$ cat src/rtl/muldiv_ctrl.sv
// Iterative multiply/divide sequencer owning the HI/LO register pair.
// Radix-2 shift-add multiply and restoring divide, WIDTH iterations each,
// framed by a magnitude SETUP cycle and a sign-correcting FIX cycle.
module muldiv_ctrl #(
  parameter int WIDTH = 32
) (
  input  logic             clk,
  input  logic             rst,
  input  logic             start,
  input  logic [1:0]       op,
  input  logic [WIDTH-1:0] a,
  input  logic [WIDTH-1:0] b,
  input  logic             mt_req,
  input  logic             mt_sel,
  input  logic [WIDTH-1:0] mt_data,
  input  logic             rd_req,
  input  logic             flush,
  output logic             busy,
  output logic             stall,
  output logic             done,
  output logic             div_by_zero,
  output logic [WIDTH-1:0] hi,
  output logic [WIDTH-1:0] lo
);

  localparam int CNT_W = (WIDTH > 1) ? $clog2(WIDTH) : 1;

  typedef enum logic [1:0] {
    IDLE  = 2'd0,
    SETUP = 2'd1,
    CALC  = 2'd2,
    FIX   = 2'd3
  } state_t;

  // Two's complement negation helpers for single and double width values.
  function automatic logic [WIDTH-1:0] neg_w(input logic [WIDTH-1:0] x);
    return ~x + {{(WIDTH-1){1'b0}}, 1'b1};
  endfunction

  function automatic logic [2*WIDTH-1:0] neg_2w(input logic [2*WIDTH-1:0] x);
    return ~x + {{(2*WIDTH-1){1'b0}}, 1'b1};
  endfunction

  state_t               state_r;
  logic [1:0]           op_r;
  logic [WIDTH-1:0]     a_r;
  logic [WIDTH-1:0]     b_r;
  logic [2*WIDTH-1:0]   acc_r;
  logic [CNT_W-1:0]     count_r;
  logic                 sign_q_r;
  logic                 sign_r_r;
  logic                 b_zero_r;

  logic [WIDTH-1:0]     a_mag_s;
  logic [WIDTH-1:0]     b_mag_s;
  logic [WIDTH:0]       mul_sum_s;
  logic [2*WIDTH-1:0]   mul_next_s;
  logic [WIDTH:0]       div_trial_s;
  logic [2*WIDTH-1:0]   div_next_s;

  // Operand magnitudes: only signed ops (op[0]=1) with a negative operand get negated.
  always_comb begin
    a_mag_s = a_r;
    b_mag_s = b_r;
    if (op_r[0] && a_r[WIDTH-1]) begin
      a_mag_s = neg_w(a_r);
    end else begin
      a_mag_s = a_r;
    end
    if (op_r[0] && b_r[WIDTH-1]) begin
      b_mag_s = neg_w(b_r);
    end else begin
      b_mag_s = b_r;
    end
  end

  // One iteration step. acc_r holds {upper, lower}: multiplier/quotient in the
  // lower half shifting out, partial product/remainder in the upper half.
  always_comb begin
    mul_sum_s   = {1'b0, acc_r[2*WIDTH-1:WIDTH]} +
                  {1'b0, (acc_r[0] ? b_r : {WIDTH{1'b0}})};
    mul_next_s  = {mul_sum_s, acc_r[WIDTH-1:1]};
    div_trial_s = {acc_r[2*WIDTH-1:WIDTH], acc_r[WIDTH-1]} - {1'b0, b_r};
    if (div_trial_s[WIDTH] == 1'b0) begin
      div_next_s = {div_trial_s[WIDTH-1:0], acc_r[WIDTH-2:0], 1'b1};
    end else begin
      div_next_s = {acc_r[2*WIDTH-2:0], 1'b0};
    end
  end

  // Stall is combinational so a held MFHI/MFLO is released the cycle done rises.
  assign stall = busy & (rd_req | start | mt_req);

  // Sequencer FSM with registered busy/done/div_by_zero and the HI/LO pair.
  always_ff @(posedge clk or negedge rst) begin
    if (!rst) begin
      state_r     <= IDLE;
      op_r        <= 2'b00;
      a_r         <= {WIDTH{1'b0}};
      b_r         <= {WIDTH{1'b0}};
      acc_r       <= {(2*WIDTH){1'b0}};
      count_r     <= {CNT_W{1'b0}};
      sign_q_r    <= 1'b0;
      sign_r_r    <= 1'b0;
      b_zero_r    <= 1'b0;
      busy        <= 1'b0;
      done        <= 1'b0;
      div_by_zero <= 1'b0;
      hi          <= {WIDTH{1'b0}};
      lo          <= {WIDTH{1'b0}};
    end else begin
      done        <= 1'b0;
      div_by_zero <= 1'b0;
      case (state_r)
        IDLE: begin
          if (start && !flush) begin
            op_r    <= op;
            a_r     <= a;
            b_r     <= b;
            busy    <= 1'b1;
            state_r <= SETUP;
          end else begin
            busy <= 1'b0;
            if (mt_req && !flush) begin
              if (mt_sel) begin
                hi <= mt_data;
              end else begin
                lo <= mt_data;
              end
            end
          end
        end
        SETUP: begin
          if (flush) begin
            busy    <= 1'b0;
            state_r <= IDLE;
          end else begin
            acc_r    <= {{WIDTH{1'b0}}, a_mag_s};
            b_r      <= b_mag_s;
            sign_q_r <= op_r[0] & (a_r[WIDTH-1] ^ b_r[WIDTH-1]);
            sign_r_r <= op_r[0] & a_r[WIDTH-1];
            b_zero_r <= op_r[1] & (b_r == {WIDTH{1'b0}});
            count_r  <= {CNT_W{1'b0}};
            state_r  <= CALC;
          end
        end
        CALC: begin
          if (flush) begin
            busy    <= 1'b0;
            state_r <= IDLE;
          end else begin
            acc_r   <= op_r[1] ? div_next_s : mul_next_s;
            count_r <= count_r + {{(CNT_W-1){1'b0}}, 1'b1};
            if (count_r == CNT_W'(WIDTH-1)) begin
              state_r <= FIX;
            end
          end
        end
        FIX: begin
          if (flush) begin
            busy    <= 1'b0;
            state_r <= IDLE;
          end else begin
            if (op_r[1]) begin
              lo <= sign_q_r ? neg_w(acc_r[WIDTH-1:0]) : acc_r[WIDTH-1:0];
              hi <= sign_r_r ? neg_w(acc_r[2*WIDTH-1:WIDTH]) : acc_r[2*WIDTH-1:WIDTH];
            end else begin
              {hi, lo} <= sign_q_r ? neg_2w(acc_r) : acc_r;
            end
            done        <= 1'b1;
            div_by_zero <= b_zero_r;
            busy        <= 1'b0;
            state_r     <= IDLE;
          end
        end
        default: begin
          busy    <= 1'b0;
          state_r <= IDLE;
        end
      endcase
    end
  end

endmodule

$ cat config.mk
export PLATFORM = sky130hd
export DESIGN_NAME = muldiv_ctrl
export DESIGN_NICKNAME = d
export VERILOG_FILES = /design/src/rtl/muldiv_ctrl.sv
export SDC_FILE = /design/constraint.sdc
export NUM_CORES = 1
export LEC_CHECK = 0
export CORE_MARGIN = 5
export CORE_UTILIZATION = 40
export CTS_CLUSTER_SIZE = 30
export DETAILED_ROUTE_END_ITERATION = 10
export DONT_BUFFER_PORTS = 1
export PLACE_DENSITY = 0.54
export SLEW_MARGIN = 40
export SYNTH_ARGS = -nofsm -noshare
export SYNTH_HDL_FRONTEND = slang
export SYNTH_SLANG_ARGS = --single-unit
export TNS_END_PERCENT = 100
$ cat constraint.sdc
create_clock -name clk -period 3.2 [get_ports clk]
set_input_delay 0.64 -clock clk [delete_from_list [all_inputs] [get_ports clk]]
set_output_delay 0.64 -clock clk [all_outputs]
set_load 0.005 [all_outputs]
==> out/qor.csv, run 1 <==
stage;metric;value;unit
layout;layout cell share with drive strength beyond 1;0.234;
layout;# nets final;2268;
synth;Synth Area in Compound Gates;0.253;
synth;post-synthesis register bit count;207;
layout;post-layout util;0.505;
sta;fmax;0.310;GHz
floorplan;initial core utilization;0.404;
placed_design;Placed Area;17800;sq um
synth;syn avg cell area;8.23;sq um
synth;share of the synthesized area in the top cell type;0.332;
placed_design;Placer Congestion;0.933;
drt;drt pass-1 iters;6;
synth;mux contribution to synthesized area;0.0568;
layout;Post-Layout Inst Area;19500;sq um
sta;Worst-Margin Slew;0.732;ns
clock_tree;clock slew seen by the registers of the worst setup and hold paths;0.06;ns
clock_tree;clk buf depth;3;
synth;Mapped Area;15600;sq um
synth;largest family of logic cells by synthesized area;compound AO/OA/AOI/OAI gates;
power_and_ir_drop;Pleak;8.74;nW
synth;top_reg_cell synth;dfrtp_1;
placed_design;hpwl dp;42300;um
critical_path;Critical Path Source Type;register;
synth;Synth area leader;dfrtp_1;
outcome;failing checks;negative hold slack, negative setup slack;
sta;Final Cycle Share;1.01;
synth;Adder-Cell Fraction of Synth Area;0.0620;
sta;worst setup margin;-0.0211;ns
layout;Multi-input gate area;10400;sq um
sta;RSZ-0062 raised after global routing;true;
global_route;initial antenna violation count;1;
synth;Cell variety after synth;77;
clock_tree;clock latency on the worst-skew pair;0.57;ns
synth;Synth Net Count;2075;
sta;Final Hold Viols;207;
floorplan;Die X;207;um
critical_path;crit-path cells;inv_2 -> ha_4 -> a21oi_2 -> o21ai_1 -> a221o_1 -> or4_4 -> a31o_4 -> a221o_1 -> buf_4 -> a31oi_4 -> nor3b_2 -> o32ai_2 -> a31oi_1;
clock_tree;CTS Buf Count;25;
sta;max-slew violation count;0;
sta;clk_skew;0.0235;ns
power_and_ir_drop;peak supply drop;545;uV
floorplan;Ports;173;
synth;most common cell in the synthesized netlist;o21ai_0;
synth;Synth Area in Simple Gates;0.174;
global_route;largest net degree at the start of global routing;208;
synth;largest cells by area after synthesis;dfrtp_1 (33%), o21ai_0 (7.0%), ha_1 (5.9%);
layout;diode count;0;
synth;Seq/Total Area, Yosys;0.332;
floorplan;core footprint;38600;sq um
floorplan;Die Span Y;207;um
outcome;status;finished, violations left;
power_and_ir_drop;total power per unit cell area;952;nW/um^2
clock_tree;Root Driver;clkbuf_16;
critical_path;CP max stage delay;0.43;ns
placed_design;PortBufs;0;
floorplan;DIE AREA;43000;sq um
global_route;vias in the first global route;14455;
sta;endpoints failing setup;2;
sta;min cycle time layout;3.22;ns
clock_tree;CTS Sinks;207;
drt;Via density;5.74;
global_route;first-pass GRT wire length;85700;um
floorplan;row count;72;
critical_path;slowest CP cell;or4_4;
synth;Post-synth EDFFs;0;
global_route;GRT Util Overall;0.246;
synth;Post-synth ARST share;1.00;
drt;Avg WL per Cell;21.3;um
clock_tree;CTS tree;done;
critical_path;WP data required;3.60;ns
clock_tree;H-tree depth;1;
worst_hold_path;min-delay worst type;input pin to asynchronous set/reset pin;
sta;Worst Hold Slack;-0.220;ns
critical_path;Critical Path End Type;register;
synth;Post-synth top cells;o21ai_0 (219), nand2_1 (213), dfrtp_1 (207);
critical_path;critical path class;register to register;
layout;Register Area;5190;sq um
job;Max Cap Violations;0;
global_route;GRT overflow;0;
drt;DR vias;15050;
critical_path;cell mode on critical path;a221o_1;
layout;area grow syn2layout;25.0;%
layout;Fill cells;3763;
drt;DR iter-0 viols;1223;
drt;final WL;55900;um
synth;Mapped Cells;1894;
sta;Slew HR;0.512;
critical_path;worst path arrival time;3.62;ns
synth;Yosys Warn Count;0;
critical_path;worst-path maximum fanout;4;
drt;Post-route DRC;0;
drt;final antenna-violating net count;0;
synth;XOR/XNOR Fraction of Synth Area;0.0781;
==> stage by stage <==
step / std cells / TNS (ns) / total power [mW] / worst slack [ns]
3_3_place_gp: 2551 / -1.20 / 14.6 / -0.243
6_report: 2624 / -0.0418 / 18.5 / -0.0211
2_1_floorplan: 1894 / -0.0810 / 11.0 / -0.0495
4_1_cts: 2611 / -0.00461 / 18.0 / -0.00461
3_5_place_dp: 2551 / -1.94 / 14.8 / -0.225
5_1_grt: 2624 / -0.676 / 19.9 / -0.174
==> worst paths after layout <==
path,cells past startpoint,slack [ns],end,from
setup / recovery,13,-0.02,acc_r[63]$_DFFE_PN0P_,b_r[14]$_DFFE_PN0P_
hold / removal,0,-0.22,lo[18]$_DFFE_PN0P_,rst
setup reg to reg,13,-0.02,acc_r[63]$_DFFE_PN0P_,b_r[14]$_DFFE_PN0P_
hold reg to reg,2,0.51,lo[12]$_DFFE_PN0P_,lo[12]$_DFFE_PN0P_
max in group asynchronous,0,2.95,b_r[21]$_DFFE_PN0P_,rst
min in group clk,1,0.15,done$_DFF_PN0_,flush
==> cell families (layout without fill, tap and decap cells) <==
family | Yosys count | count (layout)
DFF | 207 | 207
adders and majority gates | 76 | 76
AOI/OAI and AO/OA | 644 | 644
buffers and inverters | 175 | 387
and+or+nand+nor | 569 | 569
xor gates and xnor gates | 139 | 139
muxes | 84 | 84
==> critical path: cells and delay by family, from the launching register on <==
kind | cells | cell delay (ns)
buf+inv | 2 | 0.24
simple gates | 2 | 0.51
flops | 1 | 0.38
compound gates | 8 | 1.73
fa+ha+maj | 1 | 0.21
==> state kept, by name, indices dropped and copies added (netlist names) <==
name / count
acc_r: 64
count_r: 5
sign_q_r: 1
a_r: 32
done: 1
state_r: 2
div_by_zero: 1
busy: 1
sign_r_r: 1
lo: 32
b_r: 32
hi: 32
op_r: 2
b_zero_r: 1
==> where the power goes <==
group / internal, mW / switching, mW / total, mW
Clock: 1.65 / 1.26 / 2.91
Combinational: 4.71 / 5.95 / 10.7
Sequential: 3.74 / 1.23 / 4.97
Total: 10.1 / 8.45 / 18.5
==> layout by cell type (no fill, tap or decap), types with 7 or more instances in the layout <==
cell type and count:
clkbuf_16 25, dfrtp_1 201, o21ai_1 22, mux2_2 36
nand4_1 11, o31a_1 7, xnor2_1 75, inv_1 52
o31ai_1 21, inv_2 13, a22oi_1 18, a21o_1 43
a211oi_1 19, a21oi_1 135, o21a_1 14, nand2b_1 19
nand2_1 212, buf_12 7, or4_1 12, o22ai_1 29
buf_4 264, nand3_1 36, nor3_1 25, ha_4 9
and2_1 7, nor4_1 11, nor2b_1 20, mux2i_1 48
ha_1 60, xor2_1 64, o41ai_1 9, nor2_1 126
or3_4 8, clkinv_2 7, o211ai_1 14, or3_1 16
o21ai_0 211, and3_1 13
==> cell type report <==
type	count	share of cell area
multi-input cells	1512	0.533
inverters	65	0.0125
clock inverters	13	0.00610
clock buffers	33	0.0362
flip-flops and latches	207	0.266
repair buffers	276	0.112
well taps	518	0.0333
==> what timing repair did <==
item                                   4_1_cts  5_1_grt
pin swaps                                   30       53
resized for setup                           65       82
endpoints found under the hold margin      207      207
setup buffers                               14       13
setup endpoints to repair                   33       51
==> metal layers <==
layer	wire (um)	GRT usage
met4	996	0.0408
met3	3660	0.0449
met2	23800	0.367
met5	11	0
met1	27400	0.378
No activity file was read; power rests on OpenSTA's default activity.
==> run 2: changes to the inputs <==
==> constraint.sdc (replaced) <==
create_clock -name clk -period 2.8 [get_ports clk]
set_input_delay 0.56 -clock clk [delete_from_list [all_inputs] [get_ports clk]]
set_output_delay 0.56 -clock clk [all_outputs]
set_load 0.01 [all_outputs]
==> out/qor.csv, run 2 (same netlist as run 1, synthesis figures left out) <==
stage;metric;value;unit;change
outcome;status;finished, violations left;;unchanged
outcome;failing checks;negative hold slack, negative setup slack;;unchanged
layout;commonest non-fill, non-tap cell in the layout;buf_4;;unchanged
floorplan;DIE AREA;43000;sq um;unchanged
clock_tree;clock latency on the worst-skew pair;0.56;ns;was 0.57 ns
power_and_ir_drop;peak supply drop;667;uV;was 545 uV
floorplan;Die X;207;um;unchanged
sta;min cycle time layout;3.22;ns;about the same
clock_tree;CTS Buf Count;26;;was 25
critical_path;r2r worst-path depth;14;;was 13
critical_path;worst-path maximum fanout;5;;was 4
sta;Final Hold Viols;207;;unchanged
sta;clk_skew;0.0107;ns;was 0.0235 ns
placed_design;dpl cells;2669;;was 2551
critical_path;WP data required;3.24;ns;was 3.60 ns
layout;layout cell share with drive strength beyond 1;0.365;;was 0.234
global_route;largest net degree at the start of global routing;208;;unchanged
global_route;first-pass GRT wire length;89800;um;was 85700 um
clock_tree;clock slew seen by the registers of the worst setup and hold paths;0.06;ns;about the same
critical_path;CP delay by family, top;compound AO/OA/AOI/OAI gates;;unchanged
global_route;initial antenna violation count;0;;was 1
layout;area grow syn2layout;41.7;%;was 25.0%
layout;Non-Filler Instances;2770;;was 2624
sta;worst setup margin;-0.420;ns;was -0.0211 ns
clock_tree;CTS tree;done;;unchanged
global_route;GRT Util Overall;0.258;;was 0.246
critical_path;worst path arrival time;3.66;ns;was 3.62 ns
global_route;vias in the first global route;15277;;was 14455
drt;drt pass-1 iters;5;;was 6
layout;# nets final;2414;;was 2268
drt;final antenna-violating net count;0;;unchanged
critical_path;worst reg2reg setup slack;-0.42;ns;was -0.02 ns
drt;DR vias;15805;;was 15050
placed_design;hpwl dp;43400;um;was 42300 um
sta;Worst-Margin Slew;0.734;ns;was 0.732 ns
clock_tree;Root Driver;clkbuf_16;;unchanged
drt;Post-route DRC;0;;unchanged
sta;Final Cycle Share;1.15;;was 1.01
critical_path;Critical R2R Capture;acc_r[57]$_DFFE_PN0P_;;was acc_r[63]$_DFFE_PN0P_
power_and_ir_drop;Pleak;9.83;nW;was 8.74 nW
layout;max reg flops;64;;unchanged
worst_hold_path;min-delay worst type;input pin to asynchronous set/reset pin;;unchanged
floorplan;core footprint;38600;sq um;unchanged
clock_tree;clk buf depth;3;;unchanged
power_and_ir_drop;total power per unit cell area;1090;nW/um^2;was 952 nW/um^2
layout;Biggest register;acc_r;;unchanged
layout;Fill cells;3505;;was 3763
clock_tree;CTS Sinks;207;;unchanged
job;Max Cap Violations;0;;unchanged
layout;commonest cells after routing, fill and taps aside;buf_4 (355), nand2_1 (202), dfrtp_1 (198);;was buf_4 (264), nand2_1 (212), o21ai_0 (211)
critical_path;crit-path cells;buf_6 -> fa_2 -> nand2b_4 -> a21oi_4 -> o211ai_1 -> o21ai_2 -> a211oi_2 -> or3_4 -> nand3_4 -> buf_6 -> buf_12 -> a31o_1 -> a21oi_1 -> a221o_1;;was inv_2 -> ha_4 -> a21oi_2 -> o21ai_1 -> a221o_1 -> or4_4 -> a31o_4 -> a221o_1 -> buf_4 -> a31oi_4 -> nor3b_2 -> o32ai_2 -> a31oi_1
drt;Avg WL per Cell;21.3;um;about the same
sta;endpoints failing setup;58;;was 2
floorplan;Ports;173;;unchanged
critical_path;CP max stage delay;0.44;ns;was 0.43 ns
drt;DR iter-0 viols;1332;;was 1223
sta;Worst Hold Slack;-0.299;ns;was -0.220 ns
critical_path;cell mode on critical path;buf_6;;was a221o_1
drt;Via density;5.71;;was 5.74
sta;fmax;0.311;GHz;was 0.310 GHz
sta;RSZ-0062 raised after global routing;true;;unchanged
layout;post-layout util;0.573;;was 0.505
critical_path;slowest CP cell;dfrtp_2;;was or4_4
floorplan;row count;72;;unchanged
sta;max-slew violation count;0;;unchanged
critical_path;Worst Path Buf+Inv;3;;was 2
clock_tree;H-tree depth;1;;unchanged
placed_design;PortBufs;0;;unchanged
floorplan;Die Span Y;207;um;unchanged
layout;diode count;0;;unchanged
critical_path;Critical Path End Type;register;;unchanged
global_route;GRT overflow;0;;unchanged
critical_path;Critical R2R Launch;b_r[1]$_DFFE_PN0P_;;was b_r[14]$_DFFE_PN0P_
floorplan;initial core utilization;0.404;;unchanged
critical_path;Worst Setup SP;b_r[1]$_DFFE_PN0P_;;was b_r[14]$_DFFE_PN0P_
placed_design;Placer Congestion;0.920;;was 0.933
power_and_ir_drop;PnR Total Power;24.2;mW;was 18.5 mW
drt;final WL;58900;um;was 55900 um
critical_path;critical path class;register to register;;unchanged
critical_path;Critical Path Source Type;register;;unchanged
sta;Slew HR;0.510;;was 0.512
## run 2: cell types whose count changed in the layout (fill, tap and decap cells not counted), moves of 10 or more
cell	change
a21oi_2	+43
buf_6	+42
buf_4	+91
o21ai_0	-58
o21ai_1	+37
xnor2_1	-14
xnor2_2	+14
nor2_4	+19
o21ai_2	+18
nor2_1	-27
nand2_1	-10
a21oi_1	-47
## run 2: timing repair
action	in CTS	in global routing
endpoints found under the hold margin	207	207
setup endpoints to repair	74	85
pin swaps	129	143
setup buffers	35	35
resized for setup	265	202
cloned	5	0
## run 2: how the worst max path moves through the flow
stage / endpoint / slack [ns] / cells past startpoint
after CTS: acc_r[61]$_DFFE_PN0P_ / -0.43 / 12
final: acc_r[57]$_DFFE_PN0P_ / -0.42 / 14
after detailed placement: acc_r[63]$_DFFE_PN0P_ / -0.48 / 12
after floorplan: acc_r[63]$_DFFE_PN0P_ / -0.29 / 12
after global placement: acc_r[49]$_DFFE_PN0P_ / -0.50 / 16
after global routing: acc_r[61]$_DFFE_PN0P_ / -0.61 / 15
## run 2: worst reg2reg max path: cells and delay by family, from the launching register on
kind | cells | cell delay, ns
AO/OA/AOI/OAI | 7 | 1.16
adder cells (fa/ha/maj) | 1 | 0.38
buffers and inverters | 3 | 0.40
flip-flops | 1 | 0.44
AND/OR/NAND/NOR | 3 | 0.73
## run 2: per-stage QoR
stage,cell area [sq um],setup TNS [ns],worst slack (ns)
after floorplan,15800,-4.20,-0.294
after global placement,18900,-13.71,-0.502
after detailed placement,18900,-15.32,-0.481
after CTS,21200,-11.98,-0.430
after global routing,22100,-18.51,-0.610
final,22100,-11.84,-0.420
## run 2: layout make-up
cell class                 instances  area [sq um]  share of cell area
tap                              518           648              0.0293
timing repair buffer             421          3600               0.163
clock buffer                      34           731              0.0331
sequential                       207          5190               0.235
clock inverter                    13           169             0.00765
multi-input combinational       1512         11500               0.520
inverter                          65           256              0.0116
## run 2: report_power, final
part	internal (mW)	leakage, nW	switching, mW
clock network	2.13	0.443	1.43
registers	4.27	2.56	1.45
logic	6.86	6.82	8.03
## run 2: routing by layer
layer,track usage,vias to the layer above,wire [um]
li1,-,7571,-
met1,0.384,7664,28100
met2,0.384,478,25400
met3,0.0514,92,3590
met4,0.0668,0,1800
met5,0,-,0
==> run 3: changes to the inputs <==
- CORE_MARGIN: 5 -> 2
- SKIP_LAST_GASP: unset -> 1
==> out/qor.csv, run 3 (same netlist as run 1, synthesis figures left out) <==
stage;metric;value;unit;change
clock_tree;CTS Sinks;207;;unchanged
critical_path;Critical Path End Type;register;;unchanged
drt;final WL;57900;um;was 58900 um
floorplan;core footprint;38600;sq um;unchanged
clock_tree;H-tree depth;1;;unchanged
clock_tree;clk buf depth;3;;unchanged
drt;DR vias;15728;;was 15805
clock_tree;clock latency on the worst-skew pair;0.57;ns;was 0.56 ns
floorplan;Die Span Y;201;um;was 207 um
clock_tree;CTS Buf Count;25;;was 26
global_route;vias in the first global route;14952;;was 15277
job;Max Cap Violations;0;;unchanged
sta;Final Cycle Share;1.16;;was 1.15
power_and_ir_drop;Pleak;9.78;nW;was 9.83 nW
power_and_ir_drop;PnR Total Power;23.7;mW;was 24.2 mW
placed_design;Placed Area;18800;sq um;was 18900 sq um
drt;DR iter-0 viols;938;;was 1332
critical_path;Critical Path Source Type;register;;unchanged
critical_path;cell mode on critical path;a221o_1;;was buf_6
critical_path;critical path class;register to register;;unchanged
critical_path;WP data required;3.22;ns;was 3.24 ns
sta;max-slew violation count;0;;unchanged
layout;commonest cells after routing, fill and taps aside;buf_4 (372), nand2_1 (206), dfrtp_1 (200);;was buf_4 (355), nand2_1 (202), dfrtp_1 (198)
floorplan;initial core utilization;0.404;;unchanged
outcome;failing checks;negative hold slack, negative setup slack;;unchanged
clock_tree;clock slew seen by the registers of the worst setup and hold paths;0.06;ns;about the same
global_route;GRT overflow;0;;unchanged
floorplan;Die X;201;um;was 207 um
global_route;first-pass GRT wire length;88000;um;was 89800 um
sta;clk_skew;0.0152;ns;was 0.0107 ns
layout;commonest non-fill, non-tap cell in the layout;buf_4;;unchanged
drt;Avg WL per Cell;20.9;um;was 21.3 um
sta;Final Hold Viols;207;;unchanged
global_route;largest net degree at the start of global routing;208;;unchanged
layout;Post-Layout Inst Area;21900;sq um;was 22100 sq um
floorplan;row count;72;;unchanged
placed_design;PortBufs;0;;unchanged
sta;endpoints failing setup;57;;was 58
layout;Fill cells;3511;;was 3505
sta;fmax;0.308;GHz;was 0.311 GHz
global_route;initial antenna violation count;0;;unchanged
drt;Via density;5.67;;was 5.71
critical_path;worst path arrival time;3.67;ns;was 3.66 ns
critical_path;CP max stage delay;0.43;ns;was 0.44 ns
worst_hold_path;min-delay worst type;input pin to asynchronous set/reset pin;;unchanged
drt;Post-route DRC;0;;unchanged
placed_design;setup slack at placement;-0.543;ns;was -0.481 ns
layout;area grow syn2layout;40.3;%;was 41.7%
clock_tree;CTS tree;done;;unchanged
sta;RSZ-0062 raised after global routing;true;;unchanged
placed_design;Placer Congestion;0.923;;was 0.920
power_and_ir_drop;total power per unit cell area;1080;nW/um^2;was 1090 nW/um^2
critical_path;crit-path cells;inv_4 -> ha_4 -> a21oi_4 -> o21ai_1 -> a221o_1 -> or4_4 -> a31o_4 -> a221o_1 -> a31oi_2 -> nor3b_2 -> o32ai_2 -> a31oi_1;;was buf_6 -> fa_2 -> nand2b_4 -> a21oi_4 -> o211ai_1 -> o21ai_2 -> a211oi_2 -> or3_4 -> nand3_4 -> buf_6 -> buf_12 -> a31o_1 -> a21oi_1 -> a221o_1
sta;Slew HR;0.431;;was 0.510
sta;Worst-Margin Slew;0.845;ns;was 0.734 ns
sta;Worst Hold Slack;-0.304;ns;was -0.299 ns
layout;layout cell share with drive strength beyond 1;0.354;;was 0.365
layout;max reg flops;64;;unchanged
critical_path;slowest CP cell;or4_4;;was dfrtp_2
layout;# nets final;2421;;was 2414
floorplan;DIE AREA;40600;sq um;was 43000 sq um
sta;min cycle time layout;3.24;ns;was 3.22 ns
layout;Biggest register;acc_r;;unchanged
floorplan;Ports;173;;unchanged
global_route;GRT Util Overall;0.276;;was 0.258
outcome;status;finished, violations left;;unchanged
critical_path;worst-path maximum fanout;3;;was 5
drt;final antenna-violating net count;0;;unchanged
critical_path;r2r worst-path depth;12;;was 14
clock_tree;Root Driver;clkbuf_16;;unchanged
drt;drt pass-1 iters;5;;unchanged
layout;diode count;0;;unchanged
placed_design;hpwl dp;42400;um;was 43400 um
sta;worst setup margin;-0.444;ns;was -0.420 ns
power_and_ir_drop;peak supply drop;730;uV;was 667 uV
run 3: changes by cell type in the layout (fill, tap and decap cells not counted), sizes merged:
| cell | before | now |
|---|---|---|
| buf | 421 | 429 |
| clkbuf | 34 | 32 |
| inv | 68 | 66 |
| clkinv | 6 | 7 |
| clkinvlp | 1 | 0 |
run 3: path summary, 6_finish.rpt:
kind | from | end | slack [ns]
setup / recovery | b_r[14]$_DFFE_PN0P_ | acc_r[63]$_DFFE_PN0P_ | -0.44
hold reg to reg | b_zero_r$_DFFE_PN0P_ | div_by_zero$_DFF_PN0_ | 0.50
min in group clk | flush | done$_DFF_PN0_ | 0.08
max in group asynchronous | rst | acc_r[40]$_DFFE_PN0P_ | 2.84
hold / removal | rst | a_r[9]$_DFFE_PN0P_ | -0.30
setup reg to reg | b_r[14]$_DFFE_PN0P_ | acc_r[63]$_DFFE_PN0P_ | -0.44
run 3: routing by layer:
| layer | track usage | vias up | share of wire |
|---|---|---|---|
| met5 | 0 | - | 0 |
| met4 | 0.0701 | 0 | 0.026 |
| met3 | 0.0606 | 86 | 0.067 |
| met2 | 0.421 | 388 | 0.44 |
| met1 | 0.395 | 7673 | 0.47 |
| li1 | - | 7581 | - |
run 3: critical path, delay by kind of cell, from the launching register on:
family | cells | cell delay (ns)
AOI/OAI and AO/OA | 8 | 1.89
adders and majority gates | 1 | 0.25
buffers and inverters | 1 | 0.05
DFF | 1 | 0.40
and+or+nand+nor | 2 | 0.51
run 3: report_power, final:
part | switching [mW] | internal [mW]
logic | 7.77 | 6.74
registers | 1.48 | 4.27
clock network | 1.40 | 1.99
total | 10.7 | 13.0
run 3: repair_timing:
item                                    4_1_cts  5_1_grt
cloned                                        4        0
setup buffers                                54       34
gates resized for setup                     240      169
hold endpoints to repair                    207      207
endpoints found under the setup margin       66       85
pin swaps                                   136      127
run 3: area by class of cell:
class / count / area (sq um) / share of cell area
repair buffers: 429 / 3550 / 0.163
well taps: 518 / 648 / 0.0296
flip-flops and latches: 207 / 5190 / 0.237
clock inverters: 11 / 145 / 0.00664
inverters: 65 / 251 / 0.0115
multi-input cells: 1512 / 11400 / 0.521
clock buffers: 32 / 682 / 0.0312
run 3: metrics by stage:
stage | hold WS [ns] | cells | utilization | setup TNS [ns]
2_1_floorplan | 0.264 | 1894 | - | -4.20
3_3_place_gp | 0.273 | 2654 | 0.486 | -13.32
3_5_place_dp | 0.272 | 2654 | 0.486 | -14.60
4_1_cts | -0.328 | 2751 | 0.547 | -10.40
5_1_grt | -0.327 | 2774 | 0.567 | -20.07
6_report | -0.304 | 2774 | 0.567 | -14.53
